[src/rtl/serial_twos_negator_if.sv]
// Valid/ready bundle for the serial two's-complement unit: operand/mode in, result/flags out.
// The master side feeds operands and consumes results; the slave side is the unit itself.
interface serial_twos_negator_if #(
    parameter int unsigned WIDTH = 8
) ();
    logic             in_valid;
    logic             in_ready;
    logic [WIDTH-1:0] in_num;
    logic [1:0]       in_mode;
    logic             out_valid;
    logic             out_ready;
    logic [WIDTH-1:0] out_num;
    logic             out_ovf;
    logic             out_zero;

    modport master (
        output in_valid,
        input  in_ready,
        output in_num,
        output in_mode,
        input  out_valid,
        output out_ready,
        input  out_num,
        input  out_ovf,
        input  out_zero
    );

    modport slave (
        input  in_valid,
        output in_ready,
        input  in_num,
        input  in_mode,
        output out_valid,
        input  out_ready,
        output out_num,
        output out_ovf,
        output out_zero
    );
endinterface

[src/rtl/serial_twos_negator.sv]
// Digit-serial pass / negate / abs unit: conditionally inverts the operand and ripples the +1
// through WIDTH/DIGIT cycles, LSB slice first, one operation in flight at a time.
module serial_twos_negator #(
    parameter int unsigned WIDTH = 8,
    parameter int unsigned DIGIT = 1
) (
    input  logic                  clk,
    input  logic                  rst,
    serial_twos_negator_if.slave  bus
);
    localparam int unsigned     N       = WIDTH / DIGIT;
    localparam int unsigned     CW      = (N > 1) ? $clog2(N) : 1;
    localparam logic [CW-1:0]   LAST    = CW'(N - 1);
    localparam logic [WIDTH-1:0] MIN_VAL = {1'b1, {(WIDTH-1){1'b0}}};

    typedef enum logic [1:0] {
        IDLE,
        BUSY,
        DONE
    } state_t;

    state_t state;
    state_t state_next;

    logic [WIDTH-1:0] operand;
    logic [WIDTH-1:0] acc;
    logic [WIDTH-1:0] acc_next;
    logic [WIDTH-1:0] result;
    logic [CW-1:0]    count;
    logic             inv;
    logic             carry;
    logic             ovf_pend;
    logic             ovf;
    logic             zero;
    logic             inv_in;
    logic             last_slice;
    logic [DIGIT:0]   sum;

    // State register
    always_ff @(posedge clk) begin
        if (rst) begin
            state <= IDLE;
        end else begin
            state <= state_next;
        end
    end

    // Next-state logic
    always_comb begin
        state_next = state;
        case (state)
            IDLE:    if (bus.in_valid) state_next = BUSY;
            BUSY:    if (last_slice)   state_next = DONE;
            DONE:    if (bus.out_ready) state_next = IDLE;
            default: state_next = IDLE;
        endcase
    end

    // Output logic
    always_comb begin
        bus.in_ready  = (state == IDLE);
        bus.out_valid = (state == DONE);
        bus.out_num   = result;
        bus.out_ovf   = ovf;
        bus.out_zero  = zero;
    end

    always_comb begin
        case (bus.in_mode)
            2'b01:   inv_in = 1'b1;
            2'b10:   inv_in = bus.in_num[WIDTH-1];
            default: inv_in = 1'b0;
        endcase
    end

    // The operand is shifted down so slice 0 is always the live digit; result slices enter
    // at the top of acc, so after N shifts acc holds the complete result in place.
    always_comb begin
        last_slice = (state == BUSY) && (count == LAST);
        sum        = {1'b0, operand[DIGIT-1:0] ^ {DIGIT{inv}}} + {{DIGIT{1'b0}}, carry};
        acc_next   = (acc >> DIGIT) | (WIDTH'(sum[DIGIT-1:0]) << (WIDTH - DIGIT));
    end

    always_ff @(posedge clk) begin
        if (rst) begin
            operand  <= '0;
            acc      <= '0;
            result   <= '0;
            count    <= '0;
            inv      <= 1'b0;
            carry    <= 1'b0;
            ovf_pend <= 1'b0;
            ovf      <= 1'b0;
            zero     <= 1'b0;
        end else begin
            case (state)
                IDLE: begin
                    if (bus.in_valid) begin
                        operand  <= bus.in_num;
                        inv      <= inv_in;
                        carry    <= inv_in;
                        count    <= '0;
                        ovf_pend <= inv_in && (bus.in_num == MIN_VAL);
                    end
                end
                BUSY: begin
                    operand <= operand >> DIGIT;
                    acc     <= acc_next;
                    carry   <= sum[DIGIT];
                    count   <= count + 1'b1;
                    // Published outputs change only on the final slice so they stay stable until the next DONE.
                    if (last_slice) begin
                        result <= acc_next;
                        ovf    <= ovf_pend;
                        zero   <= (acc_next == '0);
                    end
                end
                default: ;
            endcase
        end
    end
endmodule

[src/flat_wrapper.sv]
// flat-port wrapper written by rule: the top's interface ports become plain ports
module serial_twos_negator_flat 
#(
    parameter int unsigned WIDTH = 8,
    parameter int unsigned DIGIT = 1
)
  (clk, rst, bus_in_valid, bus_in_ready, bus_in_num, bus_in_mode, bus_out_valid, bus_out_ready, bus_out_num, bus_out_ovf, bus_out_zero);
  serial_twos_negator_if #(.WIDTH(WIDTH)) bus_i ();
  input  logic clk;
  input  logic rst;
  input wire logic [$bits(bus_i.in_valid)-1:0] bus_in_valid;
  output wire logic [$bits(bus_i.in_ready)-1:0] bus_in_ready;
  input wire logic [$bits(bus_i.in_num)-1:0] bus_in_num;
  input wire logic [$bits(bus_i.in_mode)-1:0] bus_in_mode;
  output wire logic [$bits(bus_i.out_valid)-1:0] bus_out_valid;
  input wire logic [$bits(bus_i.out_ready)-1:0] bus_out_ready;
  output wire logic [$bits(bus_i.out_num)-1:0] bus_out_num;
  output wire logic [$bits(bus_i.out_ovf)-1:0] bus_out_ovf;
  output wire logic [$bits(bus_i.out_zero)-1:0] bus_out_zero;
  assign bus_i.in_valid = bus_in_valid;
  assign bus_in_ready = bus_i.in_ready;
  assign bus_i.in_num = bus_in_num;
  assign bus_i.in_mode = bus_in_mode;
  assign bus_out_valid = bus_i.out_valid;
  assign bus_i.out_ready = bus_out_ready;
  assign bus_out_num = bus_i.out_num;
  assign bus_out_ovf = bus_i.out_ovf;
  assign bus_out_zero = bus_i.out_zero;
  serial_twos_negator #(.WIDTH(WIDTH), .DIGIT(DIGIT)) u_core (.clk(clk), .rst(rst), .bus(bus_i));
endmodule
[config.mk]
export PLATFORM = sky130hd
export DESIGN_NAME = serial_twos_negator_flat
export DESIGN_NICKNAME = d
export VERILOG_FILES = /design/src/rtl/serial_twos_negator_if.sv /design/src/rtl/serial_twos_negator.sv /design/src/flat_wrapper.sv
export SDC_FILE = /design/constraint.sdc
export NUM_CORES = 1
export LEC_CHECK = 0
export ABC_AREA = 1
export ABC_CLOCK_PERIOD_IN_PS = 1400
export BUFFER_PORTS_ARGS = -buffer_cell sky130_fd_sc_hd__buf_4
export CORE_MARGIN = 2
export CORE_UTILIZATION = 54
export CTS_CLUSTER_SIZE = 14
export DETAILED_ROUTE_END_ITERATION = 12
export GPL_ROUTABILITY_DRIVEN = 0
export PLACE_DENSITY = 0.82
export SLEW_MARGIN = 20
export SYNTH_ARGS = -nofsm -noshare
export SYNTH_HDL_FRONTEND = slang
export SYNTH_SLANG_ARGS = --single-unit
[constraint.sdc]
create_clock -name clk -period 1.4 [get_ports clk]
set_input_delay 0.28 -clock clk [delete_from_list [all_inputs] [get_ports clk]]
set_output_delay 0.28 -clock clk [all_outputs]
set_load 0.01 [all_outputs]
Word level (Yosys, flattened, before mapping)
Cells that the tools add are included.

word-level totals
  logic and storage cells = 43
  output and inout port bits = 12
  input bits = 14
  register bits after elaboration = 34

operators by class
  reduce and logical (&&, ||, !) cells = 9
  bitwise logic cells = 2
  add/subtract/negate cells = 2
  eq/ne operators = 9
  multiplexer cells = 11

operators by type and width
  cell                 count
  $pmux 8 s2           1
  $eq 8x8->1 const B   1
  $logic_not 8->1      1
  $mux 8               1
  $or 7x8->8           1
  $mux 2               3
  $pmux 2 s3           1
  $pmux 3 s2           1
  $reduce_and 2->1     3
  $eq 2x1->1 const B   2
  $eq 2x2->1 const B   2
  $ne 2x1->1 const B   2
  $pmux 1 s2           2
  $add 3x1->3 const B  1
  $eq 3x3->1 const B   1
  $mux 3               1
  $reduce_and 3->1     1
  $add 1x1->2          1
  $logic_and 1x1->1    2
  $logic_not 2->1      1
  $ne 2x2->1 const B   1
  $reduce_bool 2->1    1
  $mux 1               1
  $xor 1x1->1          1

Depth between registers and ports, before layout
  word-level depth = 4
  gate-level depth with buffers = 8

Worst setup path after synthesis
OpenSTA, ideal clock, no wires.

  path kind = register to register
  from = reg u_core.count[0]
  to = reg u_core.state[0]
  data arrival time = 1.143 ns
  data required time = 1.285 ns
  setup time = 0.115 ns
  setup slack = 0.142 ns
  stages on the path, launching flop included = 6
  buffers on the path = 1
  path through = dfxtp_1 > ha_1 > ha_1 > clkbuf_1 > nor2_1 > o21a_1

on the way
  longest elaborated chain between the ends = 4

ends and longest elaborated chain
  element                     RTL line                    source
  start, declared             serial_twos_negator.sv:29   logic [CW-1:0] count;
  start signal, assigned      serial_twos_negator.sv:110  count <= count + 1'b1;
  $eq 3x3->1                  serial_twos_negator.sv:79   last_slice = (state == BUSY) && (count == LAST);
  $logic_and 1x1->1           serial_twos_negator.sv:79
  $ne 2x1->1 (no line)        n/a
  $reduce_and 3->1 (no line)  n/a
  end signal, assigned        serial_twos_negator.sv:44   state <= state_next;
  end, declared               serial_twos_negator.sv:22   state_t state;

Every way passes these cells.
A chain may end at the register's enable or synchronous reset.

Worst setup path in the final report
  from = reg u_core.state[0]
  to = out bus_in_ready

on the way
  longest elaborated chain between the ends = 1

ends and longest elaborated chain
  element          RTL line                   source
  $logic_not 2->1  serial_twos_negator.sv:61  bus.in_ready = (state == IDLE);
  end, declared    flat_wrapper.sv:12         output wire logic [$bits(bus_i.in_ready)-1:0] bus_in_ready;

Every way passes these cells.

==> impl_metrics.env <==
export IMPL_status="completed"
export IMPL_dp_cells=253
export IMPL_top_level_ports=26
export IMPL_cap_violations=0
export IMPL_synth_area_sq_um=1450
export IMPL_synth_top_family_by_area="simple AND/OR/NAND/NOR gates"
export IMPL_critPathMaxFanout=5
export IMPL_area_delta_synth_final_pct=18.3
export IMPL_yosys_area_share_adder_pct=4.31
export IMPL_yosysTopAreaCell="dfxtp_1"
export IMPL_placed_cell_area_sq_um=1650
export IMPL_p_total_mw=1.76
export IMPL_dp_slack_ns=0.0769
export IMPL_yosysSeqAreaShare_pct=45.5
export IMPL_cts_sinks=33
export IMPL_die_x_um=55.9
export IMPL_ys_types=19
export IMPL_antenna_found_initial=0
export IMPL_drtPass1Iterations=4
export IMPL_hold_viol_final=0
export IMPL_powerDensity_nw_per_um2=1020
export IMPL_numPortBuffers=25
export IMPL_overflow=0
export IMPL_arrival_ns=1.03
export IMPL_synth_flop_cell="dfxtp_1"
export IMPL_clock_latency_ns=0.33
export IMPL_cts_root_buf="clkbuf_4"
export IMPL_drive_above_1_share_pct=19.5
export IMPL_drc=0
export IMPL_layout_cells_non_filler=261
export IMPL_maxSlewViolCount=0
export IMPL_avgSynthCellArea_sq_um=7.23
export IMPL_crit_path_end_kind="primary output"
export IMPL_core_area_sq_um=2520
export IMPL_finalSetupViolCount=0
export IMPL_drt_iter0_drc=34
export IMPL_synth_edf_count=0
export IMPL_cts_tree="yes"
export IMPL_initial_core_util_pct=57.6
export IMPL_synth_top_area_share_pct=45.5
export IMPL_hp_start="bus_out_ready"
export IMPL_synthMuxAreaShare_pct=0
export IMPL_fmax_mhz=766
export IMPL_cts_setup_buffers=0
export IMPL_worst_slew_pin_slew_ns=0.399
export IMPL_fin_crit_ns=1.31
export IMPL_cp_required_ns=1.12
export IMPL_p_leak_nw=0.791
export IMPL_antenna_cells=0
export IMPL_synth_compound_area_share_pct=13.4
export IMPL_avgViaCountPerCell=5.06
export IMPL_r2r_start="u_core.inv$_SDFFE_PP0P_"
export IMPL_netlist_instances=201
export IMPL_nets=249
export IMPL_grt_max_degree=19
export IMPL_num_rows=18
export IMPL_synth_nets=220
export IMPL_final_area_sq_um=1720
export IMPL_grt_use_total_pct=21.0
export IMPL_startpoint_type="register"
export IMPL_die_area_sq_um=3120
export IMPL_ys_warn_count=0
export IMPL_synthTopCellsByArea="dfxtp_1, nand2_1, nor2_1"
export IMPL_ys_ff_latch=33
export IMPL_slew_headroom_pct=73.4
export IMPL_grt_pass1_wl_um=5200
export IMPL_vdd_ir_drop_worst_mv=0.891
export IMPL_cts_buffers=5
export IMPL_hp_class="in2reg"
export IMPL_grt_pass1_vias=1235
export IMPL_cts_buffer_depth=2
export IMPL_critical_path_class="reg2out"
export IMPL_synth_xor_xnor_area_share_pct=0.603
export IMPL_rsz0062_at_grt="true"
export IMPL_yosys_area_share_simple_pct=27.8
export IMPL_ctsHtreeMaxLevel=2
export IMPL_worst_clock_skew_ns=0.00761
export IMPL_wl_um=2920
export IMPL_vias=1320
export IMPL_synth_most_common_cell="nand2_1"
export IMPL_synth_commonest_cells="nand2_1, nor2_1, dfxtp_1"
export IMPL_path_clk_slew_ns=0.09
export IMPL_ant_nets=0
export IMPL_crit_path_start="u_core.state[0]$_SDFFE_PP0P_"
export IMPL_fin_crit_sh_pct=93.3
export IMPL_die_h_um=55.9
export IMPL_hpwl_um=2040
export IMPL_async_flop_share_pct=0
export IMPL_setup_slack_ns=0.0943
export IMPL_wire_per_inst_um=11.2
## through the flow
| step | TNS (ns) | hold slack [ns] | util [%] |
|---|---|---|---|
| 3_3_place_gp | 0 | 0.441 | 65.6 |
| 4_1_cts | 0 | 0.177 | 67.5 |
| 2_1_floorplan | 0 | 0.423 | - |
| 3_5_place_dp | 0 | 0.455 | 65.6 |
| 5_1_grt | -0.0467 | 0.186 | 68.1 |
| 6_report | 0 | 0.182 | 68.1 |
## cell type report
cell class / instances / area [sq um]
inverter: 14 / 52.6
clock buffer: 8 / 48.8
multi-input combinational: 145 / 683
sequential: 33 / 663
timing repair buffer: 31 / 233
tap: 30 / 37.5
fill: 243 / 805
## worst max-delay path, stage by stage, from the launching register on
cell and delay [ns]:
dfxtp_1 0.37, nor2_1 0.17, buf_4 0.15
## timing repair
| item | 4_1_cts | 5_1_grt |
|---|---|---|
| endpoints found under the setup margin | 0 | 12 |
| hold buffers | 0 | 0 |
| gates resized for setup | 0 | 6 |
## registers in the layout, summed over array words and instances (netlist names)
register / cells
u_core.bus.out_num: 8
u_core.operand: 8
u_core.acc: 7
u_core.count: 3
u_core.state: 2
u_core.bus.out_ovf: 1
u_core.bus.out_zero: 1
u_core.carry: 1
u_core.inv: 1
u_core.ovf_pend: 1
## cell usage in the layout (no fill, tap or decap)
cell	count
ha_1	4
a211oi_2	1
inv_2	1
buf_4	31
o21ai_0	15
nor2_1	39
nor2_4	1
dfxtp_1	31
ha_2	1
nor2_2	1
a21oi_1	20
inv_1	13
clkbuf_4	5
xor2_1	1
nand2_2	1
o21a_1	1
clkbuf_1	3
nand2_1	50
nand3_1	9
nand2_4	1
dfxtp_2	2
## metal layers
metal | GRT usage [%] | up-vias | part of all wire (%)
met5 | 0 | - | 0
met4 | 8.50 | 0 | 1.6
met3 | 7.44 | 7 | 6.6
met2 | 32.8 | 42 | 44
met1 | 26.3 | 579 | 48
li1 | - | 692 | -
## worst paths after layout
| path | cells past startpoint | slack [ns] | endpoint |
|---|---|---|---|
| worst min-delay path | 4 | 0.18 | u_core.state[1]$_SDFFE_PP0P_ |
| worst max-delay path | 2 | 0.09 | bus_in_ready |
| worst min register to register | 2 | 0.47 | u_core.bus.out_num[2]$_SDFFE_PP0P_ |
| worst max register to register | 7 | 0.10 | u_core.bus.out_zero$_SDFFE_PP0P_ |
## where the power goes
group | leakage (nW) | switching [mW] | internal, mW
combinational | 0.494 | 0.141 | 0.102
sequential | 0.270 | 0.0342 | 0.985
clock | 0.0265 | 0.298 | 0.200
total | 0.791 | 0.473 | 1.29
## cell families after synthesis
group | count (synthesis)
and+or+nand+nor | 102
adders and majority gates | 5
xor gates and xnor gates | 1
AOI/OAI and AO/OA | 37
DFF | 33
buffers and inverters | 23
Note: power is estimated with default switching activity, not from simulation.
